### src/rtl/timer_555_pkg.sv
`default_nettype none
// ============================================================================
// Module      : timer_555_pkg
// Description : Shared types and constants for the multi-channel 555 timer
//               emulator: channel FSM state encoding and MODE input values.
// Revision    : 1.0 - initial release
// ============================================================================
package timer_555_pkg;

    // Channel FSM states. OUT is high only in HIGH; DONE is high only in END.
    typedef enum logic [1:0] {
        IDLE = 2'd0,
        HIGH = 2'd1,
        LOW  = 2'd2,
        END  = 2'd3
    } state_t;

    // Values of the per-channel MODE input
    localparam logic MODE_MONO    = 1'b0;
    localparam logic MODE_ASTABLE = 1'b1;

endpackage : timer_555_pkg
`default_nettype wire

### src/rtl/timer_555_channel.sv
`default_nettype none
// ============================================================================
// Module      : timer_555_channel
// Description : One 555-timer channel. Monostable (falling-edge trigger on
//               trg_n) or astable (free-running high/low) operation, with
//               durations latched at every phase entry.
//               Optional macro TIMER_555_RETRIGGER_EN makes the monostable
//               retriggerable: a trigger in HIGH restarts the high phase, and
//               a trigger in END starts a new high phase at once.
// Ports       : clk     - counting clock
//               rst_n   - asynchronous active-low reset
//               trg_n   - trigger, active on falling edge (synchronous to clk)
//               en      - enable; low forces IDLE
//               mode    - 0 = monostable, 1 = astable
//               hi_cnt  - high duration in cycles (0 behaves as 1)
//               lo_cnt  - astable low duration in cycles (0 behaves as 1)
//               out     - timer output
//               done    - one-cycle pulse after a monostable high phase
// Revision    : 1.0 - initial release
// ============================================================================
module timer_555_channel
    import timer_555_pkg::*;
#(
    parameter int CNT_W = 16
) (
    input  logic             clk,
    input  logic             rst_n,
    input  logic             trg_n,
    input  logic             en,
    input  logic             mode,
    input  logic [CNT_W-1:0] hi_cnt,
    input  logic [CNT_W-1:0] lo_cnt,
    output logic             out,
    output logic             done
);

    localparam logic [CNT_W-1:0] ONE = CNT_W'(1);

    state_t           state;
    state_t           state_next;
    logic [CNT_W-1:0] cnt;
    logic [CNT_W-1:0] cnt_next;
    logic [CNT_W-1:0] lat;
    logic [CNT_W-1:0] lat_next;
    logic             prev_trg_n;
    logic             detect;
    logic             phase_end;
    logic [CNT_W-1:0] hi_eff;
    logic [CNT_W-1:0] lo_eff;

    // History resets to 1 so a released reset never looks like a falling edge
    assign detect    = prev_trg_n & ~trg_n;
    assign hi_eff    = (hi_cnt == '0) ? ONE : hi_cnt;
    assign lo_eff    = (lo_cnt == '0) ? ONE : lo_cnt;
    // Counter starts at 0 on phase entry, so the phase lasts 'lat' cycles
    assign phase_end = (cnt == (lat - ONE));

    // ------------------------------------------------------------------
    // State register (plus counter, latched duration, trigger history)
    // ------------------------------------------------------------------
    always_ff @(posedge clk or negedge rst_n) begin
        if (!rst_n) begin
            state      <= IDLE;
            cnt        <= '0;
            lat        <= ONE;
            prev_trg_n <= 1'b1;
        end else begin
            state      <= state_next;
            cnt        <= cnt_next;
            lat        <= lat_next;
            prev_trg_n <= trg_n;
        end
    end

    // ------------------------------------------------------------------
    // Next-state logic
    // ------------------------------------------------------------------
    always_comb begin
        state_next = state;
        cnt_next   = cnt + ONE;
        lat_next   = lat;

        case (state)
            IDLE: begin
                cnt_next = '0;
                if (mode == MODE_ASTABLE || detect) begin
                    state_next = HIGH;
                    lat_next   = hi_eff;
                end
            end

            HIGH: begin
`ifdef TIMER_555_RETRIGGER_EN
                if (mode == MODE_MONO && detect) begin
                    // Restart the pulse, measured from this trigger
                    cnt_next = '0;
                    lat_next = hi_eff;
                end else
`endif
                if (phase_end) begin
                    cnt_next = '0;
                    if (mode == MODE_ASTABLE) begin
                        state_next = LOW;
                        lat_next   = lo_eff;
                    end else begin
                        state_next = END;
                    end
                end
            end

            LOW: begin
                if (phase_end) begin
                    cnt_next = '0;
                    if (mode == MODE_ASTABLE) begin
                        state_next = HIGH;
                        lat_next   = hi_eff;
                    end else begin
                        state_next = IDLE;
                    end
                end
            end

            END: begin
                cnt_next   = '0;
                state_next = IDLE;
`ifdef TIMER_555_RETRIGGER_EN
                if (detect) begin
                    state_next = HIGH;
                    lat_next   = hi_eff;
                end
`endif
            end

            default: begin
                cnt_next   = '0;
                state_next = IDLE;
            end
        endcase

        // Disable wins over everything, including a simultaneous trigger
        if (!en) begin
            state_next = IDLE;
            cnt_next   = '0;
        end
    end

    // ------------------------------------------------------------------
    // Output decode (from registered state only)
    // ------------------------------------------------------------------
    always_comb begin
        out  = (state == HIGH);
        done = (state == END);
    end

endmodule : timer_555_channel
`default_nettype wire

### src/rtl/timer_555_multi.sv
`default_nettype none
// ============================================================================
// Module      : timer_555_multi
// Description : Multi-channel 555-timer emulator. Instantiates CHANNELS
//               independent timer_555_channel blocks sharing one clock and
//               reset, and unpacks the per-channel duration buses.
//               Optional macro TIMER_555_RETRIGGER_EN selects retriggerable
//               monostable behaviour in every channel.
// Ports       : CLK    - counting clock
//               RST_N  - asynchronous active-low reset
//               TRG_N  - per-channel trigger (falling edge, monostable)
//               EN     - per-channel enable
//               MODE   - per-channel mode (0 mono, 1 astable)
//               HI_CNT - per-channel high duration, ch i at [i*CNT_W +: CNT_W]
//               LO_CNT - per-channel low duration, same packing
//               OUT    - per-channel timer output
//               DONE   - per-channel end-of-oneshot pulse
// Revision    : 1.0 - initial release
// ============================================================================
module timer_555_multi
    import timer_555_pkg::*;
#(
    parameter int CHANNELS = 4,
    parameter int CNT_W    = 16
) (
    input  logic                      CLK,
    input  logic                      RST_N,
    input  logic [CHANNELS-1:0]       TRG_N,
    input  logic [CHANNELS-1:0]       EN,
    input  logic [CHANNELS-1:0]       MODE,
    input  logic [CHANNELS*CNT_W-1:0] HI_CNT,
    input  logic [CHANNELS*CNT_W-1:0] LO_CNT,
    output logic [CHANNELS-1:0]       OUT,
    output logic [CHANNELS-1:0]       DONE
);

    generate
        for (genvar g = 0; g < CHANNELS; g++) begin : g_ch
            timer_555_channel #(
                .CNT_W (CNT_W)
            ) u_channel (
                .clk    (CLK),
                .rst_n  (RST_N),
                .trg_n  (TRG_N[g]),
                .en     (EN[g]),
                .mode   (MODE[g]),
                .hi_cnt (HI_CNT[g*CNT_W +: CNT_W]),
                .lo_cnt (LO_CNT[g*CNT_W +: CNT_W]),
                .out    (OUT[g]),
                .done   (DONE[g])
            );
        end
    endgenerate

endmodule : timer_555_multi
`default_nettype wire

### config.mk
export PLATFORM = sky130hd
export DESIGN_NAME = timer_555_multi
export DESIGN_NICKNAME = d
export VERILOG_FILES = /design/src/rtl/timer_555_pkg.sv /design/src/rtl/timer_555_channel.sv /design/src/rtl/timer_555_multi.sv
export SDC_FILE = /design/constraint.sdc
export NUM_CORES = 1
export LEC_CHECK = 0
export ABC_AREA = 0
export CAP_MARGIN = 10
export CELL_PAD_IN_SITES_DETAIL_PLACEMENT = 1
export CELL_PAD_IN_SITES_GLOBAL_PLACEMENT = 1
export CORE_ASPECT_RATIO = 0.7
export CORE_UTILIZATION = 42
export DETAILED_ROUTE_END_ITERATION = 8
export PLACE_DENSITY = 0.91
export SYNTH_ARGS = -nofsm -noshare
export SYNTH_HDL_FRONTEND = slang
export SYNTH_SLANG_ARGS = --single-unit
### constraint.sdc
create_clock -name CLK -period 3.6 [get_ports CLK]
set_input_delay 0.36 -clock CLK [delete_from_list [all_inputs] [get_ports CLK]]
set_output_delay 0.36 -clock CLK [all_outputs]
set_load 0.05 [all_outputs]
==> impl_metrics.ini <==
[logic_synthesis]
synth_top_area_cell = dfrtp_1
synth_nets = 1190
synth_compound_area_frac = 0.124
synth_adder_area_share = 0.0308
synthTopCellsByCount = dfrtp_1, nor2_1, xnor2_1
synth_area_leaders = dfrtp_1, xnor2_1, mux2_2
synth_top_family_by_area = simple AND/OR/NAND/NOR gates
synth_cell_types = 87
synthesis.area_sq_mm = 0.00975
ys_async_sr_fraction = 1.00
synth_cells = 1024
synth_simple_gate_area_frac = 0.215
synth_top_area_share = 0.339
synthXorXnorAreaFrac = 0.116
synth_edf_count = 0
ys_ff_latch = 140
yosys_warnings = 0
seq_area_frac_synth = 0.360
synth_top_flop_cell = dfrtp_1
synth.area.mux_share = 0.110
postSynthAreaPerCell_sq_um = 9.52
yosysMostFrequentCell = dfrtp_1

[clock_network]
cts_buffers = 17
max-clock-path-buffers = 2
cts_sinks = 140
path_clk_slew_ns = 0.07
cts-htree-levels = 4
cts_tree = built
cts-root-buf = clkbuf_16
clock_latency_ns = 0.43

[routing]
vias = 8653
dr.pass1.iters = 5
drtAntennaViolNets = 0
via_per_inst = 5.79
wl_per_cell_um = 19.4
drc = 0
drtIter0Drc = 428
wl_um = 29000

[timing]
setup_violations = 0
max_freq_mhz = 282
rsz0062_at_grt = no
finalCritPeriodShare = 0.983
tightest_slew_ns = 0.768
tns_ns = 0
fin_skew_ns = 0.0129
slew_headroom = 0.481
period_needed_ns = 3.54
maxSlewViolCount = 0
finalHoldViolCount = 0
fin_ws_ns = 0.0597

[floorplanning]
num_io_pins = 150
die_area_sq_mm = 0.0238
die_h_um = 129
core_area_sq_mm = 0.0227
start_util = 0.429
die_w_um = 184
row_count = 46

[power_and_ir_drop]
ir_drop_mv = 0.264
power_density_mw_per_mm2 = 700
leakagePower_nw = 4.75

[global_route]
gr-total-overflow = 0
antenna_found_initial = 0
grt_pass1_vias = 9088
grt_pass1_wl_um = 47300
grt_start_max_net_pins = 83
track_usage = 0.250

[critical_path]
reg2reg_depth = 9
critical_path.cell_chain = or4_1 > nor3_1 > and3_1 > o221ai_1 > nor4_1 > nand3_1 > a21oi_2 > buf_12 > mux2_2
critPathCaptureType = flip-flop
crit_fanout = 16
critical_path.max_stage_delay_ns = 0.69
required_ns = 3.91
cp_data_arrival_time_ns = 3.85
critPathLaunchType = flip-flop
r2r_slack_ns = 0.06
crit_type = reg -> reg
critPathSlowestCell = or4_1

[placement]
portBuffers = 149
dp_hpwl_um = 21800
pre_cts_slack_ns = 0.146
gp_congestion = 0.867

[finish]
fillerInstances = 2530
antenna_cells = 0
syn_to_final_growth_pct = 24.7
drive_above_1_share = 0.129
final_nets = 1336

[status]
outcome = completed

[min_path]
hold_depth = 1
hold_class = in -> reg

[run]
maxCapViolCount = 0
-- final timing paths --
check | from | endpoint
setup / recovery | g_ch[1].u_channel.lat[2]$_DFFE_PN0P_ | g_ch[1].u_channel.lat[6]$_DFFE_PN0P_
hold / removal | TRG_N[0] | g_ch[0].u_channel.prev_trg_n$_DFF_PN1_
setup reg to reg | g_ch[1].u_channel.lat[2]$_DFFE_PN0P_ | g_ch[1].u_channel.lat[6]$_DFFE_PN0P_
hold reg to reg | g_ch[2].u_channel.lat[0]$_DFFE_PN1P_ | g_ch[2].u_channel.lat[0]$_DFFE_PN1P_
max in group asynchronous | RST_N | g_ch[3].u_channel.lat[0]$_DFFE_PN1P_
min in group asynchronous | RST_N | g_ch[1].u_channel.lat[3]$_DFFE_PN0P_
-- power by group --
part	leakage [nW]	switching, mW	internal (mW)	total [mW]
Sequential	1.79	0.727	2.03	2.76
Clock	0.272	0.768	0.965	1.73
Combinational	2.68	2.12	1.91	4.02
-- what timing repair did --
item / in CTS / in global routing
resized for setup: 0 / 2
buffers inserted: 0 / 0
hold endpoints to repair: 6 / 0
hold buffers: 1 / 0
endpoints found under the setup margin: 0 / 40
-- kinds of logic after synthesis --
logic type	Yosys count
AO/OA/AOI/OAI	165
multiplexers	95
adder cells (fa/ha/maj)	24
XOR/XNOR	129
flip-flops	140
AND/OR/NAND/NOR	381
buffers and inverters	90
-- placed cells by master (no fill, tap or decap), types with 18 or more instances in the layout --
| master | synthesis | final |
|---|---|---|
| and3_1 | 18 | 18 |
| buf_4 | 8 | 22 |
| clkdlybuf4s50_1 | 0 | 148 |
| dfrtp_1 | 132 | 132 |
| ha_1 | 24 | 24 |
| inv_1 | 43 | 43 |
| mux2_2 | 49 | 49 |
| mux2i_1 | 33 | 33 |
| nand2_1 | 42 | 42 |
| nand3_1 | 57 | 57 |
| nor2_1 | 111 | 111 |
| nor3_1 | 21 | 21 |
| nor4_1 | 41 | 41 |
| o21ai_0 | 41 | 41 |
| xnor2_1 | 75 | 75 |
| xor2_1 | 54 | 54 |
-- per-stage QoR --
stage	instances	power (mW)	area (sq um)	hold WS, ns	utilization
final	1495	8.51	12200	0.360	0.535
after detailed placement	1462	6.69	11600	0.455	0.509
after global routing	1495	8.98	12200	0.359	0.535
after global placement	1462	6.42	11600	0.447	0.509
after CTS	1495	8.49	12100	0.351	0.534
after floorplan	1024	5.50	9750	0.0644	-
-- registers in the layout, indices dropped and copies added, names as in the netlist --
name / cells
g_ch.u_channel.prev_trg_n: 4
g_ch.u_channel.cnt: 64
g_ch.u_channel.state: 8
g_ch.u_channel.lat: 64
-- metal layers --
metal	wire, um	up-vias	global-route usage
met3	1310	26	0.0461
met5	0	-	0
met2	13600	210	0.411
met4	269	0	0.0608
met1	13800	4388	0.340
li1	-	4029	-
-- final cells by class --
class | instances | area [sq um] | share of cell area
multi-input cells | 794 | 5820 | 0.479
clock inverters | 14 | 138 | 0.0113
flip-flops and latches | 140 | 3510 | 0.289
clock buffers | 18 | 429 | 0.0353
repair buffers | 174 | 1710 | 0.140
inverters | 43 | 161 | 0.0133
well taps | 312 | 390 | 0.0321
-- critical path, delay by kind of cell, from the launching register on --
kind                   cells  cell delay, ns
AND/OR/NAND/NOR            5            2.04
AO/OA/AOI/OAI              2            0.38
buffers and inverters      1            0.18
flip-flops                 1            0.46
multiplexers               1            0.35
Power figures use the tool's default switching activity.
